$ cat src/rtl/cpu_pkg.sv
// cpu_pkg: constants and types shared by the CPU front end and control.
//   NOP            - bubble instruction (addi x0,x0,0)
//   RESET_PC       - first fetch address after reset
//   OPC_*          - RV32I major opcodes (inst[6:0])
//   fetch_state_t  - fetch sequencer states
package cpu_pkg;

  localparam logic [31:0] NOP      = 32'h0000_0013;
  localparam logic [31:0] RESET_PC = 32'h0000_2000;

  localparam logic [6:0] OPC_R      = 7'b0110011;
  localparam logic [6:0] OPC_I      = 7'b0010011;
  localparam logic [6:0] OPC_LOAD   = 7'b0000011;
  localparam logic [6:0] OPC_STORE  = 7'b0100011;
  localparam logic [6:0] OPC_BRANCH = 7'b1100011;
  localparam logic [6:0] OPC_JAL    = 7'b1101111;
  localparam logic [6:0] OPC_JALR   = 7'b1100111;
  localparam logic [6:0] OPC_LUI    = 7'b0110111;
  localparam logic [6:0] OPC_AUIPC  = 7'b0010111;
  localparam logic [6:0] OPC_SYSTEM = 7'b1110011;

  typedef enum logic [1:0] {
    BOOT  = 2'd0,
    RUN   = 2'd1,
    REDIR = 2'd2
  } fetch_state_t;

endpackage

$ cat src/rtl/fetch_pipe.sv
// fetch_pipe: program counter, instruction-BRAM addressing and the
// execute / write-back instruction registers.
//   clk        - clock, rising edge
//   reset      - asynchronous, active-low
//   stall      - freeze PC, sequencer and both instruction registers
//   PCSel      - taken branch/jump request for the instruction in inst0
//   alu_out    - redirect target (bits [1:0] ignored)
//   imem_addr  - byte address to synchronous BRAM (data next cycle)
//   imem_rdata - BRAM read data
//   inst0/pc0  - instruction and PC in execute (combinational)
//   inst1/pc1  - instruction and PC in write-back (registered)
//   pc1_plus4  - pc1 + 4, the JAL/JALR link value (registered)
module fetch_pipe
  import cpu_pkg::*;
(
  input  logic        clk,
  input  logic        reset,
  input  logic        stall,
  input  logic        PCSel,
  input  logic [31:0] alu_out,
  output logic [31:0] imem_addr,
  input  logic [31:0] imem_rdata,
  output logic [31:0] inst0,
  output logic [31:0] pc0,
  output logic [31:0] inst1,
  output logic [31:0] pc1,
  output logic [31:0] pc1_plus4
);

  fetch_state_t state_q, state_d;
  logic [31:0]  pc_x_q, pc_x_d;        // PC of the word now on imem_rdata
  logic [31:0]  target_q, target_d;
  logic [31:0]  inst1_q, inst1_d;
  logic [31:0]  pc1_q, pc1_d;
  logic [31:0]  pc1_plus4_q, pc1_plus4_d;
  logic [31:0]  pc_x_plus4;

  // Target bits [1:0] are architecturally dropped.
  logic unused_alu_bits;
  assign unused_alu_bits = ^alu_out[1:0];

  assign pc_x_plus4 = pc_x_q + 32'd4;

  always_comb begin
    state_d   = state_q;
    pc_x_d    = pc_x_q;
    target_d  = target_q;
    inst0     = NOP;
    pc0       = RESET_PC;
    imem_addr = RESET_PC;

    case (state_q)
      BOOT: begin
        // The first word is in flight; stall cannot hold us here.
        pc_x_d  = RESET_PC;
        state_d = RUN;
      end
      RUN: begin
        inst0 = imem_rdata;
        pc0   = pc_x_q;
        if (stall) begin
          // Re-read the same word so the BRAM output stays valid.
          imem_addr = pc_x_q;
        end else begin
          // The sequential fetch is issued even when redirecting; it is
          // discarded because REDIR shows a NOP instead of imem_rdata.
          // Keeping alu_out out of imem_addr keeps the ALU off the BRAM path.
          imem_addr = pc_x_plus4;
          if (PCSel) begin
            target_d = {alu_out[31:2], 2'b00};
            state_d  = REDIR;
          end else begin
            pc_x_d = pc_x_plus4;
          end
        end
      end
      REDIR: begin
        // PCSel is ignored here: it would belong to the bubble.
        pc0       = target_q;
        imem_addr = target_q;
        if (!stall) begin
          pc_x_d  = target_q;
          state_d = RUN;
        end
      end
      default: begin
        state_d = BOOT;
      end
    endcase
  end

  always_comb begin
    inst1_d     = inst1_q;
    pc1_d       = pc1_q;
    pc1_plus4_d = pc1_plus4_q;
    if (!stall) begin
      inst1_d     = inst0;
      pc1_d       = pc0;
      pc1_plus4_d = pc0 + 32'd4;
    end
  end

  always_ff @(posedge clk or negedge reset) begin
    if (!reset) begin
      state_q     <= BOOT;
      pc_x_q      <= RESET_PC;
      target_q    <= RESET_PC;
      inst1_q     <= NOP;
      pc1_q       <= RESET_PC;
      pc1_plus4_q <= RESET_PC + 32'd4;
    end else begin
      state_q     <= state_d;
      pc_x_q      <= pc_x_d;
      target_q    <= target_d;
      inst1_q     <= inst1_d;
      pc1_q       <= pc1_d;
      pc1_plus4_q <= pc1_plus4_d;
    end
  end

  assign inst1     = inst1_q;
  assign pc1       = pc1_q;
  assign pc1_plus4 = pc1_plus4_q;

endmodule

$ cat config.mk
export PLATFORM = sky130hd
export DESIGN_NAME = fetch_pipe
export DESIGN_NICKNAME = d
export VERILOG_FILES = /design/src/rtl/cpu_pkg.sv /design/src/rtl/fetch_pipe.sv
export SDC_FILE = /design/constraint.sdc
export NUM_CORES = 1
export LEC_CHECK = 0
export CORE_ASPECT_RATIO = 1.2
export CORE_MARGIN = 5
export CORE_UTILIZATION = 52
export DETAILED_ROUTE_END_ITERATION = 8
export PLACE_DENSITY = 0.87
export SETUP_SLACK_MARGIN = 0.5
export SYNTH_ARGS = -nofsm -noshare
export SYNTH_HDL_FRONTEND = slang
export SYNTH_SLANG_ARGS = --single-unit
$ cat constraint.sdc
create_clock -name clk -period 6.17 [get_ports clk]
set_input_delay 1.851 -clock clk [delete_from_list [all_inputs] [get_ports clk]]
set_output_delay 1.851 -clock clk [all_outputs]
set_load 0.05 [all_outputs]
==> flow_metrics.env <==
export IMPL_via_count_of_the_first_global_routing_pass=7954
export IMPL_port_buffer_count=249
export IMPL_post_route_setup_tns_ns=0
export IMPL_post_synth_top_area_fraction_pct=41.4
export IMPL_power_density_of_the_placed_cells_nw_per_um2=525
export IMPL_crit_path_launch_type="input port"
export IMPL_result_of_the_run="complete, no violations"
export IMPL_ys_ff_latch=154
export IMPL_cts_resized_gates=0
export IMPL_maxCapViolCount=0
export IMPL_die_w_um=129
export IMPL_synth_yosys_seq_area_share_pct=43.8
export IMPL_number_of_flops_mapped_to_enable_cells_by_yosys=0
export IMPL_layout_cells_most_common="clkdlybuf4s50_1"
export IMPL_pin_count_of_the_biggest_net_entering_global_routing=82
export IMPL_cts_num_sinks=154
export IMPL_critical_path_peak_fanout=39
export IMPL_final_setup_worst_slack_ns=0.860
export IMPL_synth_cell_area_um2=8830
export IMPL_synth_area_top_cells="dfrtp_1, mux2_2, nand2_1"
export IMPL_num_antenna_cells=0
export IMPL_dp_worst_setup_slack_ns=0.856
export IMPL_cts_root_to_sink_buffers=2
export IMPL_maxSlewViolCount=0
export IMPL_number_of_synthesis_warnings=0
export IMPL_finalSetupViolations=0
export IMPL_timing_hold_worst_path_depth=2
export IMPL_initial_core_util_pct=52.6
export IMPL_io_pin_count=260
export IMPL_critical_path_class="in2out"
export IMPL_grt_setup_unrepaired="no"
export IMPL_grt_overflow_total=0
export IMPL_hold_viol=0
export IMPL_num_nets_final=1246
export IMPL_worst_skew_pair_late_latency_ns=0.43
export IMPL_timing_fmax_mhz=188
export IMPL_die_area_um2=19700
export IMPL_crit_required_ns=4.32
export IMPL_power_leakage_uw=0.00502
export IMPL_route_vias_total=8248
export IMPL_worstMarginPinSlew_ns=0.973
export IMPL_cts_buffers_inserted=17
export IMPL_synth_async_reset_ratio_pct=100
export IMPL_synth_largest_area_cell="dfrtp_1"
export IMPL_hold_removal_path_class="reg2reg"
export IMPL_fin_worst_skew_ns=0.00608
export IMPL_routed_wl_um=27300
export IMPL_deepest_level_of_the_cts_h_tree=4
export IMPL_design_core_area_um2=16800
export IMPL_grt_antenna_before_repair=0
export IMPL_wl_per_cell_um=19.5
export IMPL_vdd_ir_drop_worst_v=0.000355
export IMPL_tritoncts_clock_tree="done"
export IMPL_worstSetupEndpointType="output pin"
export IMPL_floorplan_die_height_um=153
export IMPL_drc_errors=0
export IMPL_vias_per_cell=5.90
export IMPL_number_of_unique_standard_cell_types_used_by_synthesis=62
export IMPL_std_cell_rows=52
export IMPL_drtAntennaViolNets=0
export IMPL_firstDrtPassIters=7
export IMPL_slew_headroom_pct=34.9
export IMPL_arrival_ns=3.46
export IMPL_worst_r2r_path_depth=10
export IMPL_gp_congestion=0.877
export IMPL_synth_cells=970
export IMPL_grtUsageTotal_pct=27.6
export IMPL_cts_hold_buf=0
export IMPL_flow_area_growth_from_synthesis_pct=34.9
export IMPL_cts_setup_buffers=0
export IMPL_first_pass_grt_wire_length_um=43100
export IMPL_layout_cells_most_common_list="clkdlybuf4s50_1, nand2_1, dfrtp_1, mux2_2, o21ai_0"
export IMPL_detailed_place_hpwl_um=19600
export IMPL_clk_root_buffer_cell="clkbuf_16"
export IMPL_final_layout_size_suffix_gt1_share_pct=13.7
export IMPL_most_common_flop_cell_mapped_by_yosys="dfrtp_1"
export IMPL_drtIter0Drc=833
export IMPL_period_minus_slack_ns=5.31
export IMPL_synthesis_area_per_instance_um2=9.10
export IMPL_timing_final_crit_share_pct=86.1
export IMPL_path_clk_slew_ns=0.06
-- Yosys cell counts, types with 8 or more instances --
cell,instances
buf_1,9
nor2_1,41
dfstp_2,8
nand3_1,23
buf_2,20
a22o_1,25
nand4_1,10
o31ai_1,14
dfrtp_1,146
xnor2_1,27
inv_1,29
nor4_1,8
mux2_2,72
clkbuf_1,53
xor2_1,10
a22oi_1,17
nand2_1,146
nor3_1,31
buf_4,10
o21ai_0,75
and2_1,35
o22ai_1,12
nand2b_1,10
a21oi_1,38
-- through the flow --
stage	hold slack, ns	instances	cell area, µm²	power (µW)	util [%]
6_report	0.482	1399	11900	6250	70.9
3_3_place_gp	0.464	1368	11300	5110	67.4
5_1_grt	0.503	1399	11900	6540	70.9
3_5_place_dp	0.471	1368	11300	5190	67.4
4_1_cts	0.487	1399	11900	6240	70.9
2_1_floorplan	0.503	977	8850	4040	-
-- worst max-delay path, cell delays in order --
cell and delay (ns):
buf_6 0.29, nor2_1 0.11, xnor2_1 0.14, o21ai_1 0.19
clkdlybuf4s50_1 0.85
-- flip-flops by register name, indices dropped and copies added (netlist names) --
register	flops
inst1	32
pc1	30
pc1_plus4	30
pc_x_q	30
state_q	2
target_q	30
-- where the power goes --
| part | internal, µW | switching, µW |
|---|---|---|
| combinational | 1140 | 2350 |
| sequential | 1360 | 350 |
| clock | 637 | 408 |
-- cell type report --
type | count | area, µm²
repair buffers | 267 | 2590
inverters | 29 | 109
clock inverters | 6 | 86.3
clock buffers | 25 | 495
well taps | 216 | 270
flip-flops and latches | 154 | 3860
multi-input cells | 702 | 4490
fillers | 1274 | 4880
-- kinds of logic after synthesis --
group | Yosys count | synth area share [%]
AOI/OAI and AO/OA | 232 | 17.0
adders and majority gates | 7 | 0.992
xor gates and xnor gates | 37 | 3.67
muxes | 79 | 9.98
DFF | 154 | 43.8
buffers and inverters | 121 | 5.85
other | 1 | 0.0425
and+or+nand+nor | 339 | 18.7
-- routing by layer --
layer	vias to the layer above	part of all wire [%]	global-route usage [%]
li1	3798	-	-
met1	3980	40	36.9
met2	405	50	45.3
met3	65	7.2	4.91
met4	0	2.6	8.60
met5	-	0	0
-- final timing paths --
path                                       to  slack [ns]  startpoint
worst max register to register  pc1_plus4[25]        2.32  state_q[1]
worst min register to register        pc1[22]        0.48     pc1[22]
min in group asynchronous            inst1[7]        1.46       reset
worst max-delay path            imem_addr[15]        0.86       stall
worst min-delay path                  pc1[22]        0.48     pc1[22]
max in group asynchronous          pc_x_q[13]        3.65       reset
Power figures use the tool's default switching activity.
